`src/rtl/pipe_share_arb.sv`:
```
// Round-robin arbiter feeding a shared, stall-free LAT-stage pipeline with flush/drain control.
// Optional per-requester saturating grant counters are built when PIPE_SHARE_ARB_STATS_EN is defined.
module pipe_share_arb #(
  parameter int N_REQ = 4,
  parameter int WIDTH = 8,
  parameter int LAT   = 3,
  parameter int CNT_W = 16,
  localparam int ID_W = (N_REQ > 1) ? $clog2(N_REQ) : 1,
  localparam int IF_W = $clog2(LAT + 1)
) (
  input  logic                   clk,
  input  logic                   rst,
  input  logic [N_REQ-1:0]       req_valid,
  input  logic [N_REQ*WIDTH-1:0] req_data,
  output logic [N_REQ-1:0]       req_ready,
  input  logic                   flush,
  output logic [WIDTH-1:0]       o_data,
  output logic                   o_valid,
  output logic [ID_W-1:0]        o_id,
`ifdef PIPE_SHARE_ARB_STATS_EN
  input  logic [ID_W-1:0]        stat_sel,
  output logic [CNT_W-1:0]       stat_count,
`endif
  output logic                   busy
);

  // state | meaning
  // IDLE  | nothing offered, grants still allowed
  // RUN   | words being accepted or in flight
  // DRAIN | flush seen; no grants, pipeline empties
  typedef enum logic [1:0] {IDLE = 2'd0, RUN = 2'd1, DRAIN = 2'd2} state_t;

  state_t                        state_q, state_d;
  logic [ID_W-1:0]               ptr_q, ptr_d;
  logic [IF_W-1:0]               inf_q, inf_d;
  logic [LAT-1:0]                vld_q;
  logic [LAT-1:0][WIDTH-1:0]     data_q;
  logic [LAT-1:0][ID_W-1:0]      id_q;

  logic                          grant_en;
  logic                          found;
  logic [ID_W-1:0]               gnt_idx;
  logic                          hs;
  logic                          word_exit;
  logic [WIDTH-1:0]              in_data;

  assign grant_en  = !flush && (state_q != DRAIN);
  assign word_exit = vld_q[LAT-1];

  // First valid requester at or after ptr, wrapping.
  always_comb begin
    int idx;
    found   = 1'b0;
    gnt_idx = '0;
    idx     = 0;
    for (int k = 0; k < N_REQ; k++) begin
      idx = int'(ptr_q) + k;
      if (idx >= N_REQ) idx = idx - N_REQ;
      if (!found && req_valid[idx]) begin
        found   = 1'b1;
        gnt_idx = ID_W'(idx);
      end
    end
  end

  assign hs        = grant_en && found;
  assign req_ready = hs ? (N_REQ'(1) << gnt_idx) : '0;
  assign in_data   = hs ? req_data[gnt_idx*WIDTH +: WIDTH] : '0;

  always_comb begin
    ptr_d = ptr_q;
    if (hs) begin
      if (gnt_idx == ID_W'(N_REQ - 1)) ptr_d = '0;
      else                             ptr_d = gnt_idx + ID_W'(1);
    end
  end

  always_comb begin
    inf_d = inf_q + IF_W'(hs) - IF_W'(word_exit);
  end

  always_comb begin
    state_d = state_q;
    case (state_q)
      IDLE: begin
        if (flush)           state_d = DRAIN;
        else if (|req_valid) state_d = RUN;
      end
      RUN: begin
        if (flush)                       state_d = DRAIN;
        else if (!hs && inf_q == '0)     state_d = IDLE;
      end
      DRAIN: begin
        if (!flush && inf_q == '0)       state_d = IDLE;
      end
      default: state_d = IDLE;
    endcase
  end

  always_ff @(posedge clk or negedge rst) begin
    if (!rst) begin
      state_q <= IDLE;
      ptr_q   <= '0;
      inf_q   <= '0;
      vld_q   <= '0;
      data_q  <= '0;
      id_q    <= '0;
    end else begin
      state_q   <= state_d;
      ptr_q     <= ptr_d;
      inf_q     <= inf_d;
      vld_q[0]  <= hs;
      data_q[0] <= in_data;
      id_q[0]   <= hs ? gnt_idx : '0;
      for (int s = 1; s < LAT; s++) begin
        vld_q[s]  <= vld_q[s-1];
        data_q[s] <= data_q[s-1];
        id_q[s]   <= id_q[s-1];
      end
    end
  end

  // Empty stages carry zero data/id, so the last stage drives the outputs directly.
  assign o_valid = vld_q[LAT-1];
  assign o_data  = data_q[LAT-1];
  assign o_id    = id_q[LAT-1];
  assign busy    = (state_q != IDLE) || (|vld_q);

`ifdef PIPE_SHARE_ARB_STATS_EN
  logic [CNT_W-1:0] cnt_q [N_REQ];

  always_ff @(posedge clk or negedge rst) begin
    if (!rst) begin
      for (int r = 0; r < N_REQ; r++) cnt_q[r] <= '0;
    end else if (hs && (cnt_q[gnt_idx] != {CNT_W{1'b1}})) begin
      cnt_q[gnt_idx] <= cnt_q[gnt_idx] + CNT_W'(1);
    end
  end

  assign stat_count = (int'(stat_sel) < N_REQ) ? cnt_q[stat_sel] : '0;
`endif

endmodule

```
`config.mk`:
```
export PLATFORM = sky130hd
export DESIGN_NAME = pipe_share_arb
export DESIGN_NICKNAME = d
export VERILOG_FILES = /design/src/rtl/pipe_share_arb.sv
export SDC_FILE = /design/constraint.sdc
export NUM_CORES = 1
export LEC_CHECK = 0
export CAP_MARGIN = 20
export CORE_MARGIN = 3
export CORE_UTILIZATION = 48
export CTS_CLUSTER_SIZE = 40
export DETAILED_ROUTE_END_ITERATION = 7
export PLACE_DENSITY = 0.84
export SYNTH_ARGS = -nofsm -noshare
export SYNTH_HDL_FRONTEND = slang
export SYNTH_SLANG_ARGS = --single-unit
```
`constraint.sdc`:
```
create_clock -name clk -period 5.2 [get_ports clk]
set_clock_uncertainty 0.2 [all_clocks]
set_input_delay 0.52 -clock clk [delete_from_list [all_inputs] [get_ports clk]]
set_output_delay 0.52 -clock clk [all_outputs]
set_load 0.02 [all_outputs]
```
-- Yosys cells after proc, flatten, opt, wreduce, memory -nomap -nowiden
Cells that the tools add are included.
- add/sub/neg operators: 10
- multipliers: 0
- div/mod/pow operators: 0
- order comparisons: 8
- equal/unequal tests: 7
- shift-type cells: 2
- mux-type cells: 34
- bitwise logic cells: 0
- reductions and logical operators: 19
- operator list (kind ; number):
    32-bit by 4-bit < comparator with 1-bit output (second input constant) ; 4
    32-bit two-way mux ; 4
    32-bit by 6-bit indexed part select with 8-bit output ; 1
    2-bit two-way mux ; 11
    1-bit two-way mux ; 12
    3-bit by 3-bit subtractor with 4-bit output (second input constant) ; 3
    3-bit greater-or-equal comparator (second input constant) ; 3
    1-bit binary-select mux with 2-bit select ; 4
    8-bit two-way mux ; 1
    1-bit logical AND ; 7
    2-bit by 2-bit adder with 3-bit output (second input constant) ; 2
    3-bit inequality test (second input constant) ; 2
    2-bit one-hot mux with 3 select lines ; 1
    1-bit zero test ; 5
    2-bit == test (second input constant) ; 2
    2-bit zero test ; 2
    4-bit two-way mux ; 1
    2-bit inequality test (second input constant) ; 2
    4-bit OR reduction ; 1
    1-bit by 2-bit << shifter with 4-bit output (first input constant) ; 1
    2-bit by 3-bit subtractor with 4-bit output (second input constant) ; 1
    2-bit by 1-bit adder with 3-bit output (second input constant) ; 1
    2-bit by 3-bit greater-or-equal comparator with 1-bit output (second input constant) ; 1
    3-bit AND reduction ; 1
    other kinds (7) ; 7
- flip-flop bits (word level): 39
- bits in latches: 0
- bits in writable memories: 0
- memory bits (read-only): 0
- input bits: 39
- output and inout bits: 16
- word-level logic and storage cells: 90
- memories kept: 0

-- Depth between registers and ports, before layout
- word-level depth: 21
- mapped depth: 9

-- Worst setup path after synthesis
No wires, ideal clock.
- path kind: input to output
- start point: in req_valid[3]
- end point: out req_ready[3]
- data arrival time: 1.548 ns
- path slack: 2.932 ns
- stages on the path: 8
- path buffers: 2
- cells stage by stage: nor2b_1 nand3_1 nand3_1 buf_6 buf_12 inv_1 ha_1 and2_1
- word-level cells in the longest chain between the ends: 15
- ends and longest elaborated chain (item ; RTL line ; text):
    start: declaration ; 13 ; input logic [N_REQ-1:0] req_valid,
    1-bit binary-select mux with 2-bit select ; 59 ; if (!found && req_valid[idx]) begin
    1-bit two-way mux (not written as such) (2 in series) ; 59 ;
    1-bit two-way mux ; 59 ;
    1-bit zero test ; 59 ;
    1-bit logical AND ; 59 ;
    1-bit two-way mux ; 59 ;
    1-bit zero test ; 59 ;
    1-bit logical AND ; 59 ;
    1-bit two-way mux ; 59 ;
    1-bit zero test ; 59 ;
    1-bit logical AND ; 59 ;
    2-bit two-way mux / 1-bit two-way mux (equally long branches) ; 59 ;
    1-bit by 2-bit << shifter with 4-bit output / 1-bit logical AND (equally long branches) ; 67, 66 ;
    4-bit two-way mux * ; 67 ; assign req_ready = hs ? (N_REQ'(1) << gnt_idx) : '0;
    end: declaration ; 15 ; output logic [N_REQ-1:0] req_ready,
Mark *: on every way between the ends. The rest lies on a longest branch, timed or not. The select of a mux whose other input is x is not followed.

-- Worst setup path after layout
- start point: in req_valid[1]
- end point: out req_ready[3]
Same word-level chain as after synthesis.

==> run_results.csv <==
group,metric,value,unit
yosys,synth_fa_ha_area_frac,0.04640,
pwr,pwr-share-seq,0.424,
yosys,ys_types,28,
yosys,synth_mux_area_frac,0.1052,
pwr,vdd_drop_max,0.0002196,V
clock_network,cts_resized,0,
global_routing,antenna_found_initial,0,
floorplanning,start_util,0.5172,
sta,slew_headroom,0.4187,
routing,routed-via-count,1084,
clock_network,postCtsSetupRepairBufs,0,
global_routing,grt_usage,0.1570,
routing,drtAntennaViolNets,0,
yosys,synth_top_family_by_area,"multiplexers",
clock_network,cts_buffers,5,
routing,routed_wl,2947,um
sta,fmax,0.2850,GHz
global_routing,grt_pass1_vias,1098,
pwr,power.leakage,1.059,nW
placement,place_area,2105,um^2
global_routing,grt_overflow,0,
critical_path,arrival,2.79,ns
pwr,clock_power_share,0.236,
yosys,synth_seq_area_share,0.6032,
placement,portBuffers,54,
clock_network,insertion_delay,0.33,ns
routing,routedWlPerCell,13.40,um
critical_path,crit_path_end_kind,"output pin",
critical_path,cp_data_required_time,4.48,ns
sta,hold_violations,0,
routing,first_pass_iters,4,
layout,layout-drive-gt1-share,0.06818,
placement,post-dp-hpwl,2238,um
layout,syn_to_final_growth,36.35,%
pwr,swShare,0.3011,
pwr,power_frac_comb,0.340,
yosys,yosysWarningCount,0,
floorplanning,rows,20,
pwr,power_density,461.0,nW/um^2
floorplanning,die_area,4103,um^2
yosys,ys_ff_latch,39,
job,drv_cap,0,
clock_network,path_clk_slew,0.11,ns
clock_network,cts_buffer_depth,2,
routing,vias_per_cell,4.927,
critical_path,critical_path_class,"input port to output pin",
yosys,syn_area_per_cell,12.84,um^2
global_routing,grt_max_degree,40,
routing,drc,0,
clock_network,clock-sinks,39,
floorplanning,die_width,64.06,um
global_routing,grt_pass1_wl,4905,um
pwr,p_int,0.7106,mW
yosys,synthCells,126,
routing,drtIter0Drc,34,
yosys,synth_area_leaders,"dfrtp_1, mux2i_1, buf_4, ha_1, o22ai_1",
critical_path,start_kind,"input port",
yosys,synth_area,1618,um^2
yosys,synth_top_area_share,0.6032,
sta,finalCritPeriodShare,0.6747,
yosys,synth_fp_nets,171,
layout,antenna_cells,0,
sta,tns,0,ns
layout,fin_area,2206,um^2
sta,grt_setup_unrepaired,"no",
yosys,yosysTopAreaCell,"dfrtp_1",
floorplanning,coreArea,3128,um^2
floorplanning,die_y,64.06,um
yosys,synth-xor-area-share,0.01083,
outcome,status,"completed",
pwr,switchingPower,0.3062,mW
sta,holdWs,0.06199,ns
placement,finalWeightedCongestion,0.7025,
min_path,hp-class,"input port to asynchronous set/reset pin",
clock_network,htreeDepth,2,
yosys,synth_compound_area_frac,0.07193,
floorplanning,io_pins,55,
clock_network,cts_hold_buf,0,
clock_network,cts_tree,"built",
clock_network,cts_root_buf,"clkbuf_4",
sta,min_period,3.509,ns
yosys,synth-simple-area-share,0.07966,
sta,tightest_slew,0.8653,ns
critical_path,cp_max_fo,11,
sta,final-setup-viol-count,0,
sta,drv_slew,0,
layout,nets,220,
[cells by family (layout without fill, tap and decap cells)]
kind of cell | Yosys count | after routing
muxes | 17 | 17
AOI/OAI and AO/OA | 17 | 17
and+or+nand+nor | 26 | 26
DFF | 39 | 39
buffers and inverters | 19 | 69
xor gates and xnor gates | 2 | 2
adders and majority gates | 6 | 6
[through the flow]
stage	worst slack, ns	instances	total power [mW]	utilization
after detailed placement	1.746	212	0.7859	0.6728
final	1.691	220	1.017	0.7052
after CTS	1.713	220	1.027	0.7052
after floorplan	2.932	126	0.6868	-
after global routing	1.553	220	1.081	0.7052
after global placement	1.834	212	0.7640	0.6728
[synth_stat cells]
master	n
inv_2	1
inv_1	5
o22ai_1	8
mux2i_1	17
or2_2	1
nand2b_1	1
a211oi_1	1
nor4_1	1
and2b_1	1
a21oi_1	3
nand3_1	2
a2bb2oi_1	1
o221ai_1	1
buf_2	1
buf_4	10
buf_6	1
ha_1	6
nor2_1	4
xnor2_1	2
nor2b_1	2
and2_1	4
buf_12	1
dfrtp_1	39
a221oi_2	1
nand2_1	8
a31oi_1	1
o21ai_0	1
nor3_1	2
[layout by cell type (no fill, tap or decap)]
| cell | netlist | layout |
|---|---|---|
| clkdlybuf4s50_1 | 0 | 53 |
| dfrtp_1 | 39 | 39 |
| mux2i_1 | 17 | 17 |
| nand2_1 | 8 | 8 |
| o22ai_1 | 8 | 8 |
| ha_1 | 6 | 6 |
| inv_1 | 5 | 5 |
| clkbuf_4 | 0 | 5 |
| nor2_1 | 4 | 4 |
| and2_1 | 4 | 4 |
| a21oi_1 | 3 | 3 |
| nor2b_1 | 2 | 2 |
| nor3_1 | 2 | 2 |
| nand3_1 | 2 | 2 |
| xnor2_1 | 2 | 2 |
| bufinv_16 | 0 | 2 |
| nor4_1 | 1 | 1 |
| nand2b_1 | 1 | 1 |
| a2bb2oi_1 | 1 | 1 |
| and2b_1 | 1 | 1 |
| inv_2 | 1 | 1 |
| a221oi_2 | 1 | 1 |
| or2_2 | 1 | 1 |
| o21ai_0 | 1 | 1 |
| a31oi_1 | 1 | 1 |
| o221ai_1 | 1 | 1 |
| a211oi_1 | 1 | 1 |
| clkbuf_1 | 0 | 1 |
| buf_2 | 1 | 1 |
| buf_4 | 10 | 1 |
[power groups by stage]
stage / combinational (mW) / clock [mW] / sequential (mW)
6_report: 0.346 / 0.240 / 0.431
5_1_grt: 0.382 / 0.257 / 0.441
4_1_cts: 0.350 / 0.245 / 0.432
3_5_place_dp: 0.349 / 0 / 0.437
3_3_place_gp: 0.333 / 0 / 0.431
2_1_floorplan: 0.260 / 0 / 0.427
[per-layer routing]
layer	share of wire	global-route usage	up-vias	routed length, um
li1	-	-	519	-
met1	0.39	0.1776	515	1135
met5	0	0	-	0
met4	0.016	0.05660	0	47
met2	0.53	0.2800	43	1575
met3	0.064	0.04394	7	189
[worst paths after layout]
path,startpoint,end,slack [ns],cells past startpoint
worst max register to register,state_q[1],inf_q[1],2.55,8
max in group asynchronous,rst,data_q[14],4.25,1
worst max-delay path,req_valid[1],req_ready[3],1.69,5
worst min register to register,id_q[1],id_q[3],0.16,0
worst min-delay path,rst,id_q[2],0.06,1
min in group clk,id_q[1],id_q[3],0.16,0
[final cells by class]
class                      instances  area, um^2
inverter                           6       22.52
multi-input combinational         68       508.0
sequential                        39       975.9
clock buffer                       6       41.29
fill                             232       922.1
clock inverter                     2       60.06
tap                               44       55.05
timing repair buffer              55       543.0
[state kept, by name, summed over array words and instances, names as in the netlist]
name,flops
data_q,16
inf_q,2
state_q,2
o_id,2
o_data,8
id_q,4
ptr_q,2
vld_q,3
[worst max-delay path: stages]
cell             delay [ns]
clkdlybuf4s50_1        0.59
nor4_1                 0.11
nor3_1                 0.71
and2_1                 0.24
clkdlybuf4s50_1        0.61
Power figures use the tool's default switching activity.
